## src/rtl/uart_txq_pkg.sv

```systemverilog
// uart_txq_pkg: shared types and constants for the UART transmit queue.
//   - txq_state_e : launch sequencer states
//   - BYTE_W      : data byte width
//   - *_DEF       : default timing constants for the sequencer
//   - CNT_W       : sequencer cycle counter width (timing parameters must fit)
package uart_txq_pkg;

   localparam int unsigned BYTE_W            = 8;
   localparam int unsigned STROBE_CYC_DEF    = 2;
   localparam int unsigned START_TIMEOUT_DEF = 8;
   localparam int unsigned GAP_CYC_DEF       = 2;
   localparam int unsigned CNT_W             = 8;

   typedef enum logic [2:0] {
      IDLE,
      LOAD,
      STROBE,
      WAIT_BUSY,
      WAIT_DONE,
      GAP
   } txq_state_e;

endpackage

```

## src/rtl/uart_tx_queue_if.sv

```systemverilog
// uart_tx_queue_if: byte-write and transmitter-side signals of the UART transmit queue.
//   master : upstream/environment side (drives writes, tx_busy, ovf_clr)
//   slave  : queue side (drives flags, tx_data, tx_wrsig, ovf, active)
interface uart_tx_queue_if #(
   parameter int unsigned AW = 4
) ();
   import uart_txq_pkg::*;

   logic              wr_en;
   logic [BYTE_W-1:0] wr_data;
   logic              full;
   logic              empty;
   logic [AW:0]       count;
   logic [BYTE_W-1:0] tx_data;
   logic              tx_wrsig;
   logic              tx_busy;
   logic              ovf;
   logic              ovf_clr;
   logic              active;

   modport master (
      output wr_en, wr_data, tx_busy, ovf_clr,
      input  full, empty, count, tx_data, tx_wrsig, ovf, active
   );

   modport slave (
      input  wr_en, wr_data, tx_busy, ovf_clr,
      output full, empty, count, tx_data, tx_wrsig, ovf, active
   );

endinterface

```

## src/rtl/uart_byte_fifo.sv

```systemverilog
// uart_byte_fifo: single-clock byte FIFO with registered full/empty/count.
//   clk, rst_n : clock, async active-low reset
//   i_wr       : write request (ignored while full)
//   i_wdata    : byte to store
//   i_rd       : pop request (ignored while empty)
//   o_rdata    : current head byte
//   o_full     : DEPTH bytes held
//   o_empty    : no bytes held
//   o_count    : bytes held
module uart_byte_fifo
   import uart_txq_pkg::*;
#(
   parameter int unsigned DEPTH = 16,
   parameter int unsigned AW    = 4
) (
   input  logic              clk,
   input  logic              rst_n,
   input  logic              i_wr,
   input  logic [BYTE_W-1:0] i_wdata,
   input  logic              i_rd,
   output logic [BYTE_W-1:0] o_rdata,
   output logic              o_full,
   output logic              o_empty,
   output logic [AW:0]       o_count
);

   localparam logic [AW:0] L_FULL_CNT = (AW+1)'(DEPTH);

   logic [BYTE_W-1:0] r_mem [DEPTH];
   logic [AW-1:0]     r_wptr;
   logic [AW-1:0]     r_rptr;
   logic [AW:0]       r_count;
   logic              r_full;
   logic              r_empty;
   logic [AW:0]       w_count_d;
   logic              w_wr;
   logic              w_rd;

   // A write while full is dropped even if a pop frees a slot this cycle.
   assign w_wr = i_wr & ~r_full;
   assign w_rd = i_rd & ~r_empty;

   always_comb begin
      w_count_d = r_count;
      if (w_wr && !w_rd) begin
         w_count_d = r_count + 1'b1;
      end else if (!w_wr && w_rd) begin
         w_count_d = r_count - 1'b1;
      end
   end

   always_ff @(posedge clk or negedge rst_n) begin
      if (!rst_n) begin
         r_wptr  <= '0;
         r_rptr  <= '0;
         r_count <= '0;
         r_full  <= 1'b0;
         r_empty <= 1'b1;
      end else begin
         if (w_wr) r_wptr <= r_wptr + 1'b1;
         if (w_rd) r_rptr <= r_rptr + 1'b1;
         r_count <= w_count_d;
         r_full  <= (w_count_d == L_FULL_CNT);
         r_empty <= (w_count_d == '0);
      end
   end

   always_ff @(posedge clk) begin
      if (w_wr) r_mem[r_wptr] <= i_wdata;
   end

   assign o_rdata = r_mem[r_rptr];
   assign o_full  = r_full;
   assign o_empty = r_empty;
   assign o_count = r_count;

endmodule

```

## src/rtl/uart_tx_queue.sv

```systemverilog
// uart_tx_queue: byte queue and launch sequencer in front of a UART transmitter.
//   clk, rst_n : UART clock, async active-low reset
//   bus        : uart_tx_queue_if.slave
//                wr_en/wr_data in, full/empty/count out, tx_data/tx_wrsig out,
//                tx_busy in, ovf out, ovf_clr in, active out
// Optional: define UART_TXQ_OVF_EN for a sticky overflow flag on dropped writes;
// otherwise ovf is tied low and ovf_clr is ignored.
module uart_tx_queue
   import uart_txq_pkg::*;
#(
   parameter int unsigned DEPTH         = 16,
   parameter int unsigned AW            = 4,
   parameter int unsigned STROBE_CYC    = STROBE_CYC_DEF,
   parameter int unsigned START_TIMEOUT = START_TIMEOUT_DEF,
   parameter int unsigned GAP_CYC       = GAP_CYC_DEF
) (
   input logic            clk,
   input logic            rst_n,
   uart_tx_queue_if.slave bus
);

   localparam logic [CNT_W-1:0] L_STROBE_LAST  = CNT_W'(STROBE_CYC - 1);
   localparam logic [CNT_W-1:0] L_TIMEOUT_LAST = CNT_W'(START_TIMEOUT - 1);
   // Unused when GAP_CYC is 0: the GAP state is never entered.
   localparam logic [CNT_W-1:0] L_GAP_LAST     = CNT_W'(GAP_CYC - 1);

   logic [BYTE_W-1:0] w_rdata;
   logic              w_full;
   logic              w_empty;
   logic [AW:0]       w_count;
   logic              w_pop;

   txq_state_e        r_state;
   logic [CNT_W-1:0]  r_cnt;
   logic [BYTE_W-1:0] r_tx_data;
   logic              r_wrsig;
   logic              r_active;

   assign w_pop = (r_state == LOAD);

   uart_byte_fifo #(
      .DEPTH (DEPTH),
      .AW    (AW)
   ) u_fifo (
      .clk     (clk),
      .rst_n   (rst_n),
      .i_wr    (bus.wr_en),
      .i_wdata (bus.wr_data),
      .i_rd    (w_pop),
      .o_rdata (w_rdata),
      .o_full  (w_full),
      .o_empty (w_empty),
      .o_count (w_count)
   );

   // tx_wrsig is only set on entry to STROBE from LOAD or WAIT_BUSY, both of which hold it
   // low for at least one cycle, so every strobe is a clean rising edge.
   always_ff @(posedge clk or negedge rst_n) begin
      if (!rst_n) begin
         r_state   <= IDLE;
         r_cnt     <= '0;
         r_tx_data <= '0;
         r_wrsig   <= 1'b0;
         r_active  <= 1'b0;
      end else begin
         unique case (r_state)
            IDLE: begin
               if (!w_empty && !bus.tx_busy) begin
                  r_state  <= LOAD;
                  r_active <= 1'b1;
               end
            end
            LOAD: begin
               r_tx_data <= w_rdata;
               r_wrsig   <= 1'b1;
               r_cnt     <= '0;
               r_state   <= STROBE;
            end
            STROBE: begin
               if (r_cnt == L_STROBE_LAST) begin
                  r_wrsig <= 1'b0;
                  r_cnt   <= '0;
                  r_state <= WAIT_BUSY;
               end else begin
                  r_cnt <= r_cnt + 1'b1;
               end
            end
            WAIT_BUSY: begin
               if (bus.tx_busy) begin
                  r_state <= WAIT_DONE;
               end else if (r_cnt == L_TIMEOUT_LAST) begin
                  // Transmitter missed the strobe: launch the same byte again.
                  r_wrsig <= 1'b1;
                  r_cnt   <= '0;
                  r_state <= STROBE;
               end else begin
                  r_cnt <= r_cnt + 1'b1;
               end
            end
            WAIT_DONE: begin
               if (!bus.tx_busy) begin
                  r_cnt <= '0;
                  if (GAP_CYC == 0) begin
                     r_state  <= IDLE;
                     r_active <= 1'b0;
                  end else begin
                     r_state <= GAP;
                  end
               end
            end
            GAP: begin
               if (r_cnt == L_GAP_LAST) begin
                  r_state  <= IDLE;
                  r_active <= 1'b0;
               end else begin
                  r_cnt <= r_cnt + 1'b1;
               end
            end
            default: begin
               r_state  <= IDLE;
               r_wrsig  <= 1'b0;
               r_active <= 1'b0;
            end
         endcase
      end
   end

`ifdef UART_TXQ_OVF_EN
   logic w_drop;
   logic r_ovf;

   assign w_drop = bus.wr_en & w_full;

   // Clear takes priority over a drop in the same cycle.
   always_ff @(posedge clk or negedge rst_n) begin
      if (!rst_n) begin
         r_ovf <= 1'b0;
      end else if (bus.ovf_clr) begin
         r_ovf <= 1'b0;
      end else if (w_drop) begin
         r_ovf <= 1'b1;
      end
   end

   assign bus.ovf = r_ovf;
`else
   logic w_unused_ovf_clr;
   assign w_unused_ovf_clr = bus.ovf_clr;
   assign bus.ovf          = 1'b0;
`endif

   assign bus.full     = w_full;
   assign bus.empty    = w_empty;
   assign bus.count    = w_count;
   assign bus.tx_data  = r_tx_data;
   assign bus.tx_wrsig = r_wrsig;
   assign bus.active   = r_active;

endmodule

```

## src/flat_wrapper.sv

```systemverilog
// flat-port wrapper written by rule: the top's interface ports become plain ports
module uart_tx_queue_flat import uart_txq_pkg::*;
#(
   parameter int unsigned DEPTH         = 16,
   parameter int unsigned AW            = 4,
   parameter int unsigned STROBE_CYC    = STROBE_CYC_DEF,
   parameter int unsigned START_TIMEOUT = START_TIMEOUT_DEF,
   parameter int unsigned GAP_CYC       = GAP_CYC_DEF
)
  (clk, rst_n, bus_wr_en, bus_wr_data, bus_tx_busy, bus_ovf_clr, bus_full, bus_empty, bus_count, bus_tx_data, bus_tx_wrsig, bus_ovf, bus_active);
  uart_tx_queue_if #(.AW(AW)) bus_i ();
  input logic clk;
  input logic rst_n;
  input wire logic [$bits(bus_i.wr_en)-1:0] bus_wr_en;
  input wire logic [$bits(bus_i.wr_data)-1:0] bus_wr_data;
  input wire logic [$bits(bus_i.tx_busy)-1:0] bus_tx_busy;
  input wire logic [$bits(bus_i.ovf_clr)-1:0] bus_ovf_clr;
  output wire logic [$bits(bus_i.full)-1:0] bus_full;
  output wire logic [$bits(bus_i.empty)-1:0] bus_empty;
  output wire logic [$bits(bus_i.count)-1:0] bus_count;
  output wire logic [$bits(bus_i.tx_data)-1:0] bus_tx_data;
  output wire logic [$bits(bus_i.tx_wrsig)-1:0] bus_tx_wrsig;
  output wire logic [$bits(bus_i.ovf)-1:0] bus_ovf;
  output wire logic [$bits(bus_i.active)-1:0] bus_active;
  assign bus_i.wr_en = bus_wr_en;
  assign bus_i.wr_data = bus_wr_data;
  assign bus_i.tx_busy = bus_tx_busy;
  assign bus_i.ovf_clr = bus_ovf_clr;
  assign bus_full = bus_i.full;
  assign bus_empty = bus_i.empty;
  assign bus_count = bus_i.count;
  assign bus_tx_data = bus_i.tx_data;
  assign bus_tx_wrsig = bus_i.tx_wrsig;
  assign bus_ovf = bus_i.ovf;
  assign bus_active = bus_i.active;
  uart_tx_queue #(.DEPTH(DEPTH), .AW(AW), .STROBE_CYC(STROBE_CYC), .START_TIMEOUT(START_TIMEOUT), .GAP_CYC(GAP_CYC)) u_core (.clk(clk), .rst_n(rst_n), .bus(bus_i));
endmodule
```

## config.mk

```make
export PLATFORM = sky130hd
export DESIGN_NAME = uart_tx_queue_flat
export DESIGN_NICKNAME = d
export VERILOG_FILES = /design/src/rtl/uart_txq_pkg.sv /design/src/rtl/uart_tx_queue_if.sv /design/src/rtl/uart_byte_fifo.sv /design/src/rtl/uart_tx_queue.sv /design/src/flat_wrapper.sv
export SDC_FILE = /design/constraint.sdc
export NUM_CORES = 1
export LEC_CHECK = 0
export ABC_AREA = 1
export BUFFER_PORTS_ARGS = -buffer_cell sky130_fd_sc_hd__buf_4
export CORE_MARGIN = 2
export CORE_UTILIZATION = 47
export CTS_CLUSTER_SIZE = 25
export DETAILED_ROUTE_END_ITERATION = 16
export GPL_TIMING_DRIVEN = 1
export PLACE_DENSITY_LB_ADDON = 0.3
export SYNTH_ARGS = -nofsm -noshare
export SYNTH_HDL_FRONTEND = slang
export SYNTH_SLANG_ARGS = --single-unit
export TNS_END_PERCENT = 1
```

## constraint.sdc

```tcl
create_clock -name clk -period 1.9 [get_ports clk]
set_input_delay 0.095 -clock clk [delete_from_list [all_inputs] [get_ports clk]]
set_output_delay 0.095 -clock clk [all_outputs]
set_load 0.02 [all_outputs]
```

==> results.sh <==
export IMPL_cts_tree="built"
export IMPL_antenna_found_initial=0
export IMPL_cp_start_kind="flip-flop"
export IMPL_netlist_area_sq_um=7190
export IMPL_cap_violations=0
export IMPL_io_pins=31
export IMPL_clk_latency_ps=420
export IMPL_die_width_um=128
export IMPL_cts_setup_buffers=0
export IMPL_grt_pass1_vias=4797
export IMPL_routabilityCongestion=0.817
export IMPL_synthCells=680
export IMPL_fp_dieArea_sq_um=16300
export IMPL_ys_ff_latch=164
export IMPL_synthToLayoutAreaGrowth_pct=16.6
export IMPL_dp_hpwl_um=9820
export IMPL_final_hold_viol_count=0
export IMPL_ys_seq_area_share_pct=66.0
export IMPL_die_h_um=128
export IMPL_via_per_inst=5.33
export IMPL_hold_path_class="in -> reg"
export IMPL_place_ws_ps=233
export IMPL_rsz0062_at_grt="true"
export IMPL_synth_edf_count=128
export IMPL_worstSetupPathType="reg -> reg"
export IMPL_mostFrequentLayoutCells="nand2_1 (207), edfxtp_1 (128), nand3_1 (120), buf_4 (54), inv_1 (38)"
export IMPL_clk_pin_slew_ps=60
export IMPL_setup_slack_ps=158
export IMPL_firstDrtPassIters=5
export IMPL_drt_total_wl_um=15500
export IMPL_overflow=0
export IMPL_start_util_pct=47.7
export IMPL_p_leak_nw=3.41
export IMPL_synth_fp_nets=702
export IMPL_n_antenna_cell=0
export IMPL_numClockSinks=164
export IMPL_setup_violations_final=0
export IMPL_numCtsBuffers=17
export IMPL_finalCriticalPeriod_ps=1740
export IMPL_drive_gt1_share_pct=13.6
export IMPL_tightest_slew_ps=562
export IMPL_status="complete, no violations"
export IMPL_io_buffers=28
export IMPL_grt_pass1_wl_um=24300
export IMPL_coreArea_sq_um=15100
export IMPL_drc=0
export IMPL_nets=751
export IMPL_cp_arrival_ps=2090
export IMPL_vias=4955
export IMPL_yosysWarnings=0
export IMPL_yosys_most_used_dff="edfxtp_1"
export IMPL_finalPower_mw=13.3
export IMPL_async_flop_share_pct=22.0
export IMPL_syn_mean_instance_area_sq_um=10.6
export IMPL_h_tree_depth=4
export IMPL_relSlewSlack_pct=62.3
export IMPL_grt_max_degree=37
export IMPL_fp_row_count=45
export IMPL_required_ps=2250
export IMPL_drt_iter0_drc=375
export IMPL_cts_buffer_depth=2
export IMPL_ir_drop_mv=0.862
export IMPL_fin_crit_sh_pct=91.7
export IMPL_fin_skew_ps=9.92
export IMPL_postRouteAntennaNets=0
export IMPL_final_common_cell="nand2_1"
export IMPL_final_max_slew_violation_count=0
export IMPL_grt_util_all_layers_pct=19.9
export IMPL_fmax_mhz=574
export IMPL_crit_fanout=15
export IMPL_root_buffer="clkbuf_16"
export IMPL_endpoint_kind="flip-flop"
export IMPL_power_density_nw_per_um2=1580
export IMPL_synth_cell_types=35
export IMPL_wl_per_cell_um=16.7
[flip-flops by register name, indices dropped and copies added (netlist names)]
register / flops
u_core.bus.active: 1
u_core.u_fifo.r_rptr: 4
u_core.u_fifo.o_empty: 1
u_core.u_fifo.r_mem: 128
u_core.bus.tx_wrsig: 1
u_core.r_state: 3
u_core.u_fifo.o_full: 1
u_core.bus.tx_data: 8
u_core.u_fifo.o_count: 5
u_core.u_fifo.r_wptr: 4
u_core.r_cnt: 8
[area by class of cell]
| type | instances | area (sq um) |
|---|---|---|
| Clock buffer | 18 | 429 |
| Multi-Input combinational cell | 445 | 2150 |
| Timing Repair Buffer | 58 | 455 |
| Tap cell | 188 | 235 |
| Sequential cell | 164 | 4750 |
| Fill cell | 1261 | 6700 |
| Clock inverter | 14 | 206 |
| Inverter | 43 | 161 |
[path summary, 6_finish.rpt]
path | from | endpoint | slack, ps | depth (start not counted)
worst max-delay path | u_core.r_state[1] | u_core.r_cnt[2] | 160 | 7
worst min-delay path | bus_wr_data[1] | u_core.u_fifo.r_mem[14][1] | 20 | 1
worst max register to register | u_core.r_state[1] | u_core.r_cnt[2] | 160 | 7
worst min register to register | u_core.bus.tx_wrsig | u_core.bus.tx_wrsig | 480 | 2
max in group asynchronous | rst_n | u_core.u_fifo.r_rptr[0] | 1360 | 2
min in group asynchronous | rst_n | u_core.r_state[1] | 170 | 2
[logic make-up (layout without fill, tap and decap cells)]
kind of cell / Yosys count / in the layout / share of synthesized area (%)
DFF: 164 / 164 / 66.0
AOI/OAI and AO/OA: 39 / 39 / 3.37
buffers and inverters: 71 / 133 / 4.16
and+or+nand+nor: 382 / 382 / 23.2
xor gates and xnor gates: 14 / 14 / 1.70
adders and majority gates: 9 / 9 / 1.57
other: 1 / 1 / 0.0521
[power breakdown]
group          switching, mW  internal [mW]  leakage, nW  total (mW)
sequential             0.375           4.47         1.60        4.85
combinational           3.16           1.60         1.50        4.75
clock                   1.36           2.32        0.310        3.68
total                   4.89           8.39         3.41        13.3
[per-layer routing]
| layer | vias to the layer above | GRT usage (%) | part of all wire [%] |
|---|---|---|---|
| met2 | 122 | 34.5 | 53 |
| met5 | - | 0 | 0 |
| met4 | 0 | 7.95 | 2.4 |
| li1 | 2407 | - | - |
| met3 | 28 | 4.17 | 4.3 |
| met1 | 2398 | 24.4 | 41 |
[synth_stat cells (all sizes together) (2+ instances only)]
library cell / instances / area, sq um
nand4: 4 / 25.0
xor2: 13 / 114
dfrtp: 35 / 876
o21ai: 16 / 80.1
ha: 9 / 113
a2bb2oi: 8 / 70.1
buf: 22 / 115
clkbuf: 6 / 22.5
nor2: 39 / 166
clkinv: 2 / 7.51
nand3: 122 / 636
nor3: 3 / 15.0
nand2: 211 / 805
inv: 41 / 154
edfxtp: 128 / 3840
nand3b: 2 / 15.0
a21oi: 12 / 71.3
[worst max-delay path: stages (launching register included)]
cell and delay [ps]:
dfrtp_1 460, inv_2 140, nand3_1 230, inv_1 140
nand2_1 90, a21oi_4 330, o21ai_0 160, o21ai_0 90
[through the flow]
step | hold WS, ps | TNS [ps] | util [%] | cell area [sq um] | cells
2_1_floorplan | -201 | 0 | - | 7190 | 680
3_3_place_gp | 78.2 | 0 | 51.2 | 7720 | 895
3_5_place_dp | 87.4 | 0 | 51.2 | 7720 | 895
4_1_cts | 3.38 | 0 | 55.6 | 8380 | 930
5_1_grt | 18.8 | -58.4 | 55.6 | 8390 | 930
6_report | 22.5 | 0 | 55.6 | 8390 | 930
[timing repair]
item,4_1_cts,5_1_grt
setup endpoints to repair,0,5
hold buffers,3,0
endpoints found under the hold margin,54,0
resized for setup,0,2
Power figures use the tool's default switching activity.
